--- config.mk ---
export PLATFORM = sky130hd
export DESIGN_NAME = m_mul_seq
export DESIGN_NICKNAME = d
export VERILOG_FILES = /design/src/rtl/m_mul_seq.sv
export SDC_FILE = /design/constraint.sdc
export NUM_CORES = 1
export LEC_CHECK = 0
export ABC_AREA = 1
export CAP_MARGIN = 20
export CORE_ASPECT_RATIO = 0.9
export CORE_UTILIZATION = 60
export DETAILED_ROUTE_END_ITERATION = 16
export HOLD_SLACK_MARGIN = 0.02
export PLACE_DENSITY = 0.77
export SETUP_SLACK_MARGIN = 0.3
export SLEW_MARGIN = 20
export SYNTH_ARGS = -nofsm -noshare
export SYNTH_HDL_FRONTEND = slang
export SYNTH_SLANG_ARGS = --single-unit
--- constraint.sdc ---
create_clock -name i_clk_1 -period 11.6 [get_ports i_clk_1]
set_input_delay 1.16 -clock i_clk_1 [delete_from_list [all_inputs] [get_ports i_clk_1]]
set_output_delay 1.16 -clock i_clk_1 [all_outputs]
set_load 0.01 [all_outputs]
--- src/rtl/m_mul_seq.sv ---
// Iterative 32x32 RV32M multiplier (MUL/MULH/MULHSU/MULHU): one shift-add step per cycle
// through a shared 64-bit carry-select adder, with sign fix-up on the same adder.

module m_adder (
  input  logic [63:0] i_operand1_64,
  input  logic [63:0] i_operand2_64,
  input  logic        i_cIn_1,
  output logic [63:0] o_sum_64
);
  // Four 16-bit blocks; each precomputes both carry-in cases and the ripple only selects.
  logic [3:0] carry;
  assign carry[0] = i_cIn_1;

  for (genvar g = 0; g < 4; g++) begin : gBlk
    if (g < 3) begin : gMid
      logic [16:0] sum0, sum1;
      assign sum0 = {1'b0, i_operand1_64[g*16 +: 16]} + {1'b0, i_operand2_64[g*16 +: 16]};
      assign sum1 = {1'b0, i_operand1_64[g*16 +: 16]} + {1'b0, i_operand2_64[g*16 +: 16]} + 17'd1;
      assign o_sum_64[g*16 +: 16] = carry[g] ? sum1[15:0] : sum0[15:0];
      assign carry[g+1] = carry[g] ? sum1[16] : sum0[16];
    end else begin : gTop
      logic [15:0] sum0, sum1;
      assign sum0 = i_operand1_64[g*16 +: 16] + i_operand2_64[g*16 +: 16];
      assign sum1 = i_operand1_64[g*16 +: 16] + i_operand2_64[g*16 +: 16] + 16'd1;
      assign o_sum_64[g*16 +: 16] = carry[g] ? sum1 : sum0;
    end
  end
endmodule

module m_mul_seq (
  input  logic        i_clk_1,
  input  logic        i_rst_1,
  input  logic        i_start_1,
  input  logic        i_flush_1,
  input  logic [1:0]  i_op_2,
  input  logic [31:0] i_mulOperand1_32,
  input  logic [31:0] i_mulOperand2_32,
  output logic        o_ready_1,
  output logic        o_valid_1,
  output logic [31:0] o_mulResult_32
);
  localparam logic [1:0] OP_MUL    = 2'b00;
  localparam logic [1:0] OP_MULH   = 2'b01;
  localparam logic [1:0] OP_MULHSU = 2'b10;

  typedef enum logic [2:0] {IDLE, PREP, CALC, FIX, DONE} mulState_e;

  mulState_e   state, stateNext;
  logic [1:0]  op;
  logic [31:0] a, b, aAbs, bAbs;
  logic [63:0] prod, fixedProd;
  logic [4:0]  cnt;
  logic        neg, negIn, accept;
  logic [63:0] adderOp1, adderOp2, adderSum;
  logic        adderCin;

  m_adder uAdder (
    .i_operand1_64(adderOp1),
    .i_operand2_64(adderOp2),
    .i_cIn_1      (adderCin),
    .o_sum_64     (adderSum)
  );

  assign accept = (state == IDLE) && i_start_1 && !i_flush_1;

  always_comb begin
    negIn = 1'b0;
    case (i_op_2)
      OP_MULH:   negIn = i_mulOperand1_32[31] ^ i_mulOperand2_32[31];
      OP_MULHSU: negIn = i_mulOperand1_32[31];
      default:   negIn = 1'b0;
    endcase
  end

  // 0x80000000 negates to itself and is then treated as unsigned 2^31.
  assign aAbs = ((op == OP_MULH || op == OP_MULHSU) && a[31]) ? (~a + 32'd1) : a;
  assign bAbs = ((op == OP_MULH) && b[31]) ? (~b + 32'd1) : b;
  assign fixedProd = neg ? adderSum : prod;

  always_comb begin
    stateNext = state;
    adderOp1  = 64'd0;
    adderOp2  = 64'd0;
    adderCin  = 1'b0;
    case (state)
      IDLE: if (accept) stateNext = PREP;
      PREP: stateNext = CALC;
      CALC: begin
        adderOp1 = {32'd0, prod[63:32]};
        adderOp2 = prod[0] ? {32'd0, a} : 64'd0;
        if (cnt == 5'd31) stateNext = FIX;
      end
      FIX: begin
        if (neg) begin
          adderOp1 = ~prod;
          adderCin = 1'b1;
        end
        stateNext = DONE;
      end
      DONE:    stateNext = IDLE;
      default: stateNext = IDLE;
    endcase
    if (i_flush_1 && state != IDLE) stateNext = IDLE;
  end

  always_ff @(posedge i_clk_1 or posedge i_rst_1) begin
    if (i_rst_1) begin
      state          <= IDLE;
      op             <= 2'b00;
      a              <= 32'd0;
      b              <= 32'd0;
      prod           <= 64'd0;
      cnt            <= 5'd0;
      neg            <= 1'b0;
      o_mulResult_32 <= 32'd0;
    end else begin
      state <= stateNext;
      case (state)
        IDLE: if (accept) begin
          op  <= i_op_2;
          a   <= i_mulOperand1_32;
          b   <= i_mulOperand2_32;
          neg <= negIn;
        end
        PREP: begin
          a    <= aAbs;
          b    <= bAbs;
          prod <= {32'd0, bAbs};
          cnt  <= 5'd0;
        end
        CALC: begin
          prod <= {adderSum[32:0], prod[31:1]};
          cnt  <= cnt + 5'd1;
        end
        FIX: begin
          prod <= fixedProd;
          // A flush here aborts the op, so the previous result must survive.
          if (!i_flush_1)
            o_mulResult_32 <= (op == OP_MUL) ? fixedProd[31:0] : fixedProd[63:32];
        end
        default: ;
      endcase
    end
  end

  assign o_ready_1 = (state == IDLE);
  assign o_valid_1 = (state == DONE);
endmodule

==> results.md, run 1 <==
Power:
- Internal power comes to between 1.5 and 2 mW.
- Of the total power, the share spent switching nets is between 50% and 60%.
- The leakage component of the power is 8.135 nW.
- The largest voltage drop on the vdd net is approximately 0.00014 V.
- In this run the power spent charging and discharging nets is ~1.9 mW.
- The share of power burned in combinational logic is 55.0%.
- The total power density per cell area is around 220 mW/mm2.
- The part of the total power dissipated in the clock network is 15.7%.
- The fraction of power consumed by sequential logic is between 20 and 30%.

Synth:
- The top flip-flop cell by instance count after synthesis is sky130_fd_sc_hd__dfrtp_1.
- The mapped netlist covers ~0.015 mm2.
- Yosys mapped a number of flops with a built-in enable equal to 0.
- The flip-flop and latch count after synthesis is ~170.
- The Yosys step of the flow raised 0 warnings.
- The async set-reset flop share out of synthesis is between 90% and 100%.
- The proportion of synthesized chip area in sequential cells is ~28%.
- Counting every net in the synthesized netlist gives ~2500.
- A synthesized cell averages ~6.3 um2.
- The netlist uses about 50 different library cells.
- The count of mapped cells out of synthesis is ~2400.

Placed design:
- The estimated wirelength of the detail-placed design is around 39000 um.
- The congestion estimate from routability-driven global placement came to 1.027.
- The count of buffers inserted at the top-level ports is 103.
- Including well taps, the total number of placed cells is roughly 2800.

Clocking:
- In this run, post-CTS hold repair placed 0 buffers.
- The clock transition at the register clock pins on the worst setup and hold paths after CTS is around 0.07 ns.
- The clock tree synthesis step divided the H-tree into 4 levels.
- The buffer cell driving the clock tree root is sky130_fd_sc_hd__clkbuf_16.
- The number of gates given a new drive strength after cts is 0.
- Post-CTS timing repair inserted 0 buffers for setup.
- The worst-skew pair later-pin latency is ~0.45 ns.
- The number of CTS-inserted buffers is 17.
- Counting every sink on the clock net gives around 170.
- In this run the deepest clock path goes through 2 buffers.
- TritonCTS built the clock tree.

Finish:
- The ratio of cells with drive above 1 in the final layout is under 10%.
- The finished layout holds 2793 standard cells, fillers aside.
- The repair_antennas step left the layout with diodes totalling 0.
- The core occupancy in the finished layout is 68.99%.
- After the last flow step, the layout net total stands at 2560.
- In the layout the commonest cells are sky130_fd_sc_hd__nand2_1 (787), sky130_fd_sc_hd__inv_1 (290), sky130_fd_sc_hd__nor2_1 (223).
- The area growth from synthesis to final layout is 11.89%.
- The most common cell after layout, fill and taps aside is sky130_fd_sc_hd__nand2_1.

Timing:
- After layout, the minimum clock period comes to roughly 5.9 ns.
- The final worst clock skew is around 0.018 ns.
- The count of final max-slew check failures was 0.
- Setup repair after global routing left no endpoint under its margin.
- Setup violations remaining at the end of the flow were counted as 0.
- The transition time at the pin with the least slew margin is approximately 1.1 ns.
- The worst path uses between 50% and 60% of the clock period.
- The number of hold-slack violations in the final timing report came to 0.
- For the final routed database, the setup TNS stands at 0 ns.
- For this run, the top clock speed supported by timing is roughly 0.17 GHz.
- The headroom to the max-slew limit is ~27%.

Worst setup path:
- The worst-case reg-to-reg path depth is 27.
- The master of the slowest instance on the critical path is sky130_fd_sc_hd__buf_4.
- Setup slack on the worst reg-to-reg path comes out at ~5.7 ns.
- The end of the critical path is o_mulResult_32[8].
- The critical path in this run is classified as flip-flop to flip-flop.
- For the worst setup path, the data required time is around 12 ns.
- The capturing element type of the critical path is a flip-flop.
- The endpoint of the worst-slack reg-to-reg timing path is o_mulResult_32[8].
- For this run, the slowest stage of the critical path takes 0.65 ns.
- The worst setup path startpoint is state[2].
- The worst path arrival time is between 6 and 7 ns.
- Counting buffers and inverters, the worst setup path is 27 cells deep.
- Along the worst path, the maximum fanout reaches 69.
- STA classifies the critical path startpoint as a flip-flop.
- The startpoint identified for the worst register-to-register timing path is state[2].
- The buffering stage count on the worst path with inverters included is 4.
- The cell repeated most along the worst path is sky130_fd_sc_hd__nand2_1.
- The gate family responsible for the most delay along the worst path is simple AND/OR/NAND/NOR gates.

Drt:
- Dividing the detail-routed wire length by the instance count gives around 19 um.
- For this block, the routed nets add up to slightly above 50000 um of wire.
- In this run the remaining antenna-violating nets after routing total 0.
- In the routed design, unresolved DRC markers number 0.
- The post-detailed-route via-to-cell ratio is around 6.0.
- The total number of vias is between 15000 and 20000.
- The number of DRC markers in iteration 0 is approximately 2500.
- The first-pass iteration count of the detailed router is 8.

Run:
- The tool flagged a number of max-cap violations equal to 0.

Floorplanning:
- From bottom edge to top edge, the die measures 152.4 um.
- The die area is 0.02577 mm2.
- The boundary pin count is approximately 100.
- The core outline area is about 0.024 mm2.
- The starting density of the core is 61.66%.
- The die span in x is around 170 um.
- The floorplan has 54 rows.

Global routing:
- The via count of the first global-routing pass came to between 15000 and 20000.
- The number of antenna violations at the first check in global routing is 0.
- Summed over all layers, the global routing overflow is 0.
- Entering global routing, the biggest net connects 110 pins.
- The global-route wire length before repair is 81710 um.
- Across every metal layer, demand over resource in global routing totals 40.59%.

Run status:
- The run finished with clean final reports.

Worst hold path:
- The class of the worst hold path is flip-flop to flip-flop.
## logic make-up after synthesis
group	Yosys count	synth area share, %
fa+ha+maj	46	3.916
compound gates	332	13.57
buf+inv	398	10.31
simple gates	1383	39.53
flops	171	28.37
xor+xnor	74	4.298
## Yosys cell counts, drive strengths merged (38+ instances only)
master	n	area, um2
o211ai	58	450.4
a21oi	65	325.3
dfrtp	171	4279
clkbuf	66	247.7
inv	300	1126
ha	44	550.5
xor2	66	578.1
o21ai	112	560.5
nor2	240	983.4
nand2	803	3074
o22ai	38	237.7
nand4	46	287.8
nand3	221	1146
## worst min path at each step
stage	start	endpoint	slack (ns)	cells after the start
after floorplan	op[1]	op[1]	0.45	2
after global placement	o_mulResult_32[4]	o_mulResult_32[4]	0.46	2
after detailed placement	o_mulResult_32[20]	o_mulResult_32[20]	0.46	2
after CTS	o_mulResult_32[20]	o_mulResult_32[20]	0.48	2
after global routing	o_mulResult_32[24]	o_mulResult_32[24]	0.49	2
final	o_mulResult_32[13]	o_mulResult_32[13]	0.48	2
## metrics by stage
stage / setup WS (ns) / hold slack (ns) / cell area, um2 / power [mW]
2_1_floorplan: 5.808 / 0.4530 / 15080 / 2.447
3_3_place_gp: 6.009 / 0.4611 / 16230 / 3.033
3_5_place_dp: 5.860 / 0.4643 / 16230 / 3.094
4_1_cts: 5.836 / 0.4820 / 16820 / 3.690
5_1_grt: 5.141 / 0.4919 / 16870 / 4.030
6_report: 5.653 / 0.4776 / 16870 / 3.796
## flip-flops by register name, indices dropped and copies added (netlist names)
name	cells
a	32
b	32
cnt	5
neg	1
o_mulResult_32	32
op	2
prod	64
state	3
## final cells by class
type / count / area, um2
repair buffers: 117 / 1176
multi-input cells: 1835 / 9261
well taps: 336 / 420.4
clock inverters: 15 / 165.2
fillers: 2170 / 7585
flip-flops and latches: 171 / 4280
inverters: 302 / 1145
clock buffers: 17 / 425.4
## worst min-delay path: cells and delay by family, from the launching register on
kind / cells / cell delay [ns]
AND/OR/NAND/NOR: 2 / 0.10
flip-flops: 1 / 0.34
## routing by layer
layer	share of wire (%)	vias up	global-route usage [%]	routed length (um)
li1	-	7909	-	-
met1	43	7552	59.96	22140
met2	40	1139	56.75	20960
met3	14	118	11.32	7169
met4	3.1	0	12.83	1623
met5	0	-	0	0
## power groups by stage
| stage | Clock [mW] | Combinational [mW] | Sequential (mW) |
|---|---|---|---|
| floorplan | 0 | 1.39 | 1.06 |
| CTS | 0.591 | 2.00 | 1.10 |
| global placement | 0 | 1.93 | 1.10 |
| finish | 0.595 | 2.09 | 1.12 |
| detailed placement | 0 | 1.98 | 1.11 |
| global route | 0.616 | 2.27 | 1.14 |
No activity file was read; power rests on OpenSTA's default activity.
==> run 2: changes to the inputs <==
- clock period: 11.6 -> 5.9 ns (I/O delays scaled with it)
==> results.md, run 2 (same netlist as run 1, synthesis figures left out) <==
Floorplanning:
- The die covers 0.02577 mm2.
- The die is between 150 and 200 um tall.
- The core region is roughly 0.024 mm2.
- about 100 I/O pins were placed.
- The row count is 54.
- The starting density of the core is 61.66%.
- In this run the horizontal extent of the chip is about 170 um.

Worst setup path:
- In this run the critical register-to-register path is launched from state[2].
- The most numerous cell type found on the critical path is sky130_fd_sc_hd__nand2_1.
- The maximum fanout along the worst path is 28.
- The worst setup path is captured at a flip-flop.
- STA classifies the critical path startpoint as a flip-flop.
- The type of the setup path with the least slack is flip-flop to flip-flop.
- For the worst flop-to-flop path, the logic depth is 30.
- Grouping stages by cell kind, the critical path spends the most delay in simple AND/OR/NAND/NOR gates.
- The slowest stage of the critical path belongs to the cell sky130_fd_sc_hd__nand2_2.
- The critical path's largest stage delay is 0.47 ns.
- The endpoint of the worst-slack reg-to-reg timing path is o_mulResult_32[3].
- At the worst endpoint, the required time is roughly 6.2 ns.
- The buffering stage count on the worst path with inverters included is 4.
- The slack of the worst reg-to-reg path is ~0.72 ns.
- Data arrives at the worst endpoint at ~5.5 ns.

Placed design:
- The estimated wirelength of the detail-placed design is 39980 um.
- The weighted congestion at the end of routability-driven global placement is roughly 1.0.
- The placed instances occupy a cell area of 0.01629 mm2.
- Input and output buffers added on the ports amount to ~100.

Global routing:
- The global-route wire length before repair is ~84000 um.
- Entering global routing, the biggest net connects 107 pins.
- For this run the aggregate overflow at the end of global routing stands at 0.
- The overall global routing resource usage is around two fifths.
- The via count of the first global-routing pass is around 15000.
- The number of antenna violations at the first check in global routing came to 0.

Timing:
- The count of final max-slew check failures was 0.
- The transition time at the pin with the least slew margin is around 1.0 ns.
- The post-route fraction of the period consumed by the critical path is a little under 90%.
- The setup total negative slack is 0 ns.
- The clock arrives with 0.01375 ns of skew.
- Timing would allow up to between 0.15 and 0.2 GHz.
- Setup repair after global routing left no endpoint under its margin.
- The minimum clock period is approximately 5.2 ns.
- The number of hold-slack violations in the final timing report was 0.
- The number of setup violations in the final report is 0.
- Headroom to the max-slew limit came out at between 30% and 40%.

Drt:
- The number of nets with antenna violations after detailed routing is 0.
- The total detailed-routing wirelength is around 54000 um.
- The total number of vias is between 15000 and 20000.
- The post-detailed-route via-to-cell ratio is just over 6.
- The first-pass iteration count of the detailed router is 11.
- The number of DRC markers in iteration 0 is around 2800.
- The detail-routed net length per standard cell is just under 20 um.
- The remaining routing DRC violations is 0.

Finish:
- The library cells used most frequently in the layout, excluding fill and tap cells, are sky130_fd_sc_hd__nand2_1 (787), sky130_fd_sc_hd__inv_1 (290), sky130_fd_sc_hd__nor2_1 (223).
- The most common cell after layout, fill and taps aside is sky130_fd_sc_hd__nand2_1.
- The number of nets in the layout is about 2600.
- The largest register by flop count is prod.
- Cells with a size suffix above 1 make up between 4 and 5% of the layout.
- The flip-flop count of the largest register, all copies and words added is 64.
- The area growth from synthesis to final layout is 12.32%.
- The summed area of non-filler cells in the final layout is ~0.017 mm2.

Power:
- Net switching is ~51% of the power.
- Dividing total power by cell area gives a power density of about 450 mW/mm2.
- The share of total power dissipated in the clock network is 16.0%.
- Of the total power, registers draw ~29%.
- Cell internal power was estimated by the tool at 3.737 mW.
- Combinational cells account for a little under three fifths of the total power.
- For this design the static power due to leakage is around 8 nW.
- The largest voltage drop on the vdd net is around 0.00032 V.
- The analysis attributes to net switching a power of 3.870 mW.

Clocking:
- The root buffer cell chosen for the clock tree is sky130_fd_sc_hd__clkbuf_16.
- The TritonCTS clock tree is yes.
- In this run the deepest clock path goes through 2 buffers.
- Buffers added to address setup during post-CTS repair amount to 0.
- The H-tree generated during clock tree synthesis spans 4 levels.
- The hold buffer count at CTS is 0.
- The number of sinks on the clock net is ~170.
- The clock transition at the register clock pins on the worst setup and hold paths after CTS is roughly 0.070 ns.
- Buffers inserted during clock tree synthesis total 17.
- In this run, post-CTS repair resized a total of 0 instances.
- The clock reaches the later pin of the worst-skew pair after ~0.45 ns.

Worst hold path:
- In this run the most critical hold path is launched from o_mulResult_32[11].
- The worst hold path passes through 2 cells.
- The worst hold path belongs to the class flip-flop to flip-flop.
- The worst hold path terminates at o_mulResult_32[11].

Run:
- The tool flagged a number of max-cap violations equal to 0.

Run status:
- The run finished with clean final reports.
[run 2: final cells by class]
| class | instances | area (um2) |
|---|---|---|
| timing repair buffer | 123 | 1214 |
| fill | 2172 | 7520 |
| clock buffer | 20 | 446.7 |
| inverter | 302 | 1149 |
| sequential | 171 | 4280 |
| clock inverter | 12 | 165.2 |
| antenna | 1 | 2.502 |
| tap | 336 | 420.4 |
| multi-input combinational | 1835 | 9261 |
[run 2: per-layer routing]
layer | GRT usage (%) | up-vias | routed length [um]
met5 | 0 | - | 0
met4 | 13.94 | 0 | 2055
met3 | 10.26 | 171 | 7655
met2 | 58.99 | 1241 | 21830
met1 | 62.32 | 7768 | 22300
li1 | - | 7935 | -
[run 2: worst max path at each step]
| stage | start | end | slack [ns] | cells after the start |
|---|---|---|---|---|
| after detailed placement | state[2] | o_mulResult_32[3] | 0.87 | 30 |
| after global routing | state[2] | o_mulResult_32[3] | 0.35 | 30 |
| after floorplan | i_rst_1 | a[0] | 0.68 | 1 |
| after global placement | state[2] | o_mulResult_32[17] | 0.96 | 29 |
| after CTS | state[2] | o_mulResult_32[3] | 0.83 | 30 |
| final | state[2] | o_mulResult_32[3] | 0.72 | 30 |
[run 2: worst min-delay path: stages (launching register included)]
cell and delay, ns:
sky130_fd_sc_hd__dfrtp_1 0.34, sky130_fd_sc_hd__nand2_1 0.05, sky130_fd_sc_hd__nand2_1 0.05
[run 2: stage by stage]
step | utilization (%) | std cells | total power, mW | hold WS (ns) | worst slack, ns
after floorplan | - | 2404 | 4.811 | 0.4530 | 0.6782
after global routing | 69.24 | 2799 | 8.036 | 0.5079 | 0.3535
after CTS | 69.12 | 2798 | 7.369 | 0.4838 | 0.8333
final | 69.26 | 2800 | 7.607 | 0.4794 | 0.7210
after global placement | 66.61 | 2766 | 6.022 | 0.4608 | 0.9607
after detailed placement | 66.62 | 2766 | 6.151 | 0.4650 | 0.8658
[run 2: power by group through the flow]
stage / logic, mW / registers (mW) / clock network, mW
after global routing: 4.53 / 2.25 / 1.25
after floorplan: 2.73 / 2.08 / 0
final: 4.19 / 2.20 / 1.22
after CTS: 4.00 / 2.17 / 1.21
after detailed placement: 3.97 / 2.18 / 0
after global placement: 3.86 / 2.16 / 0
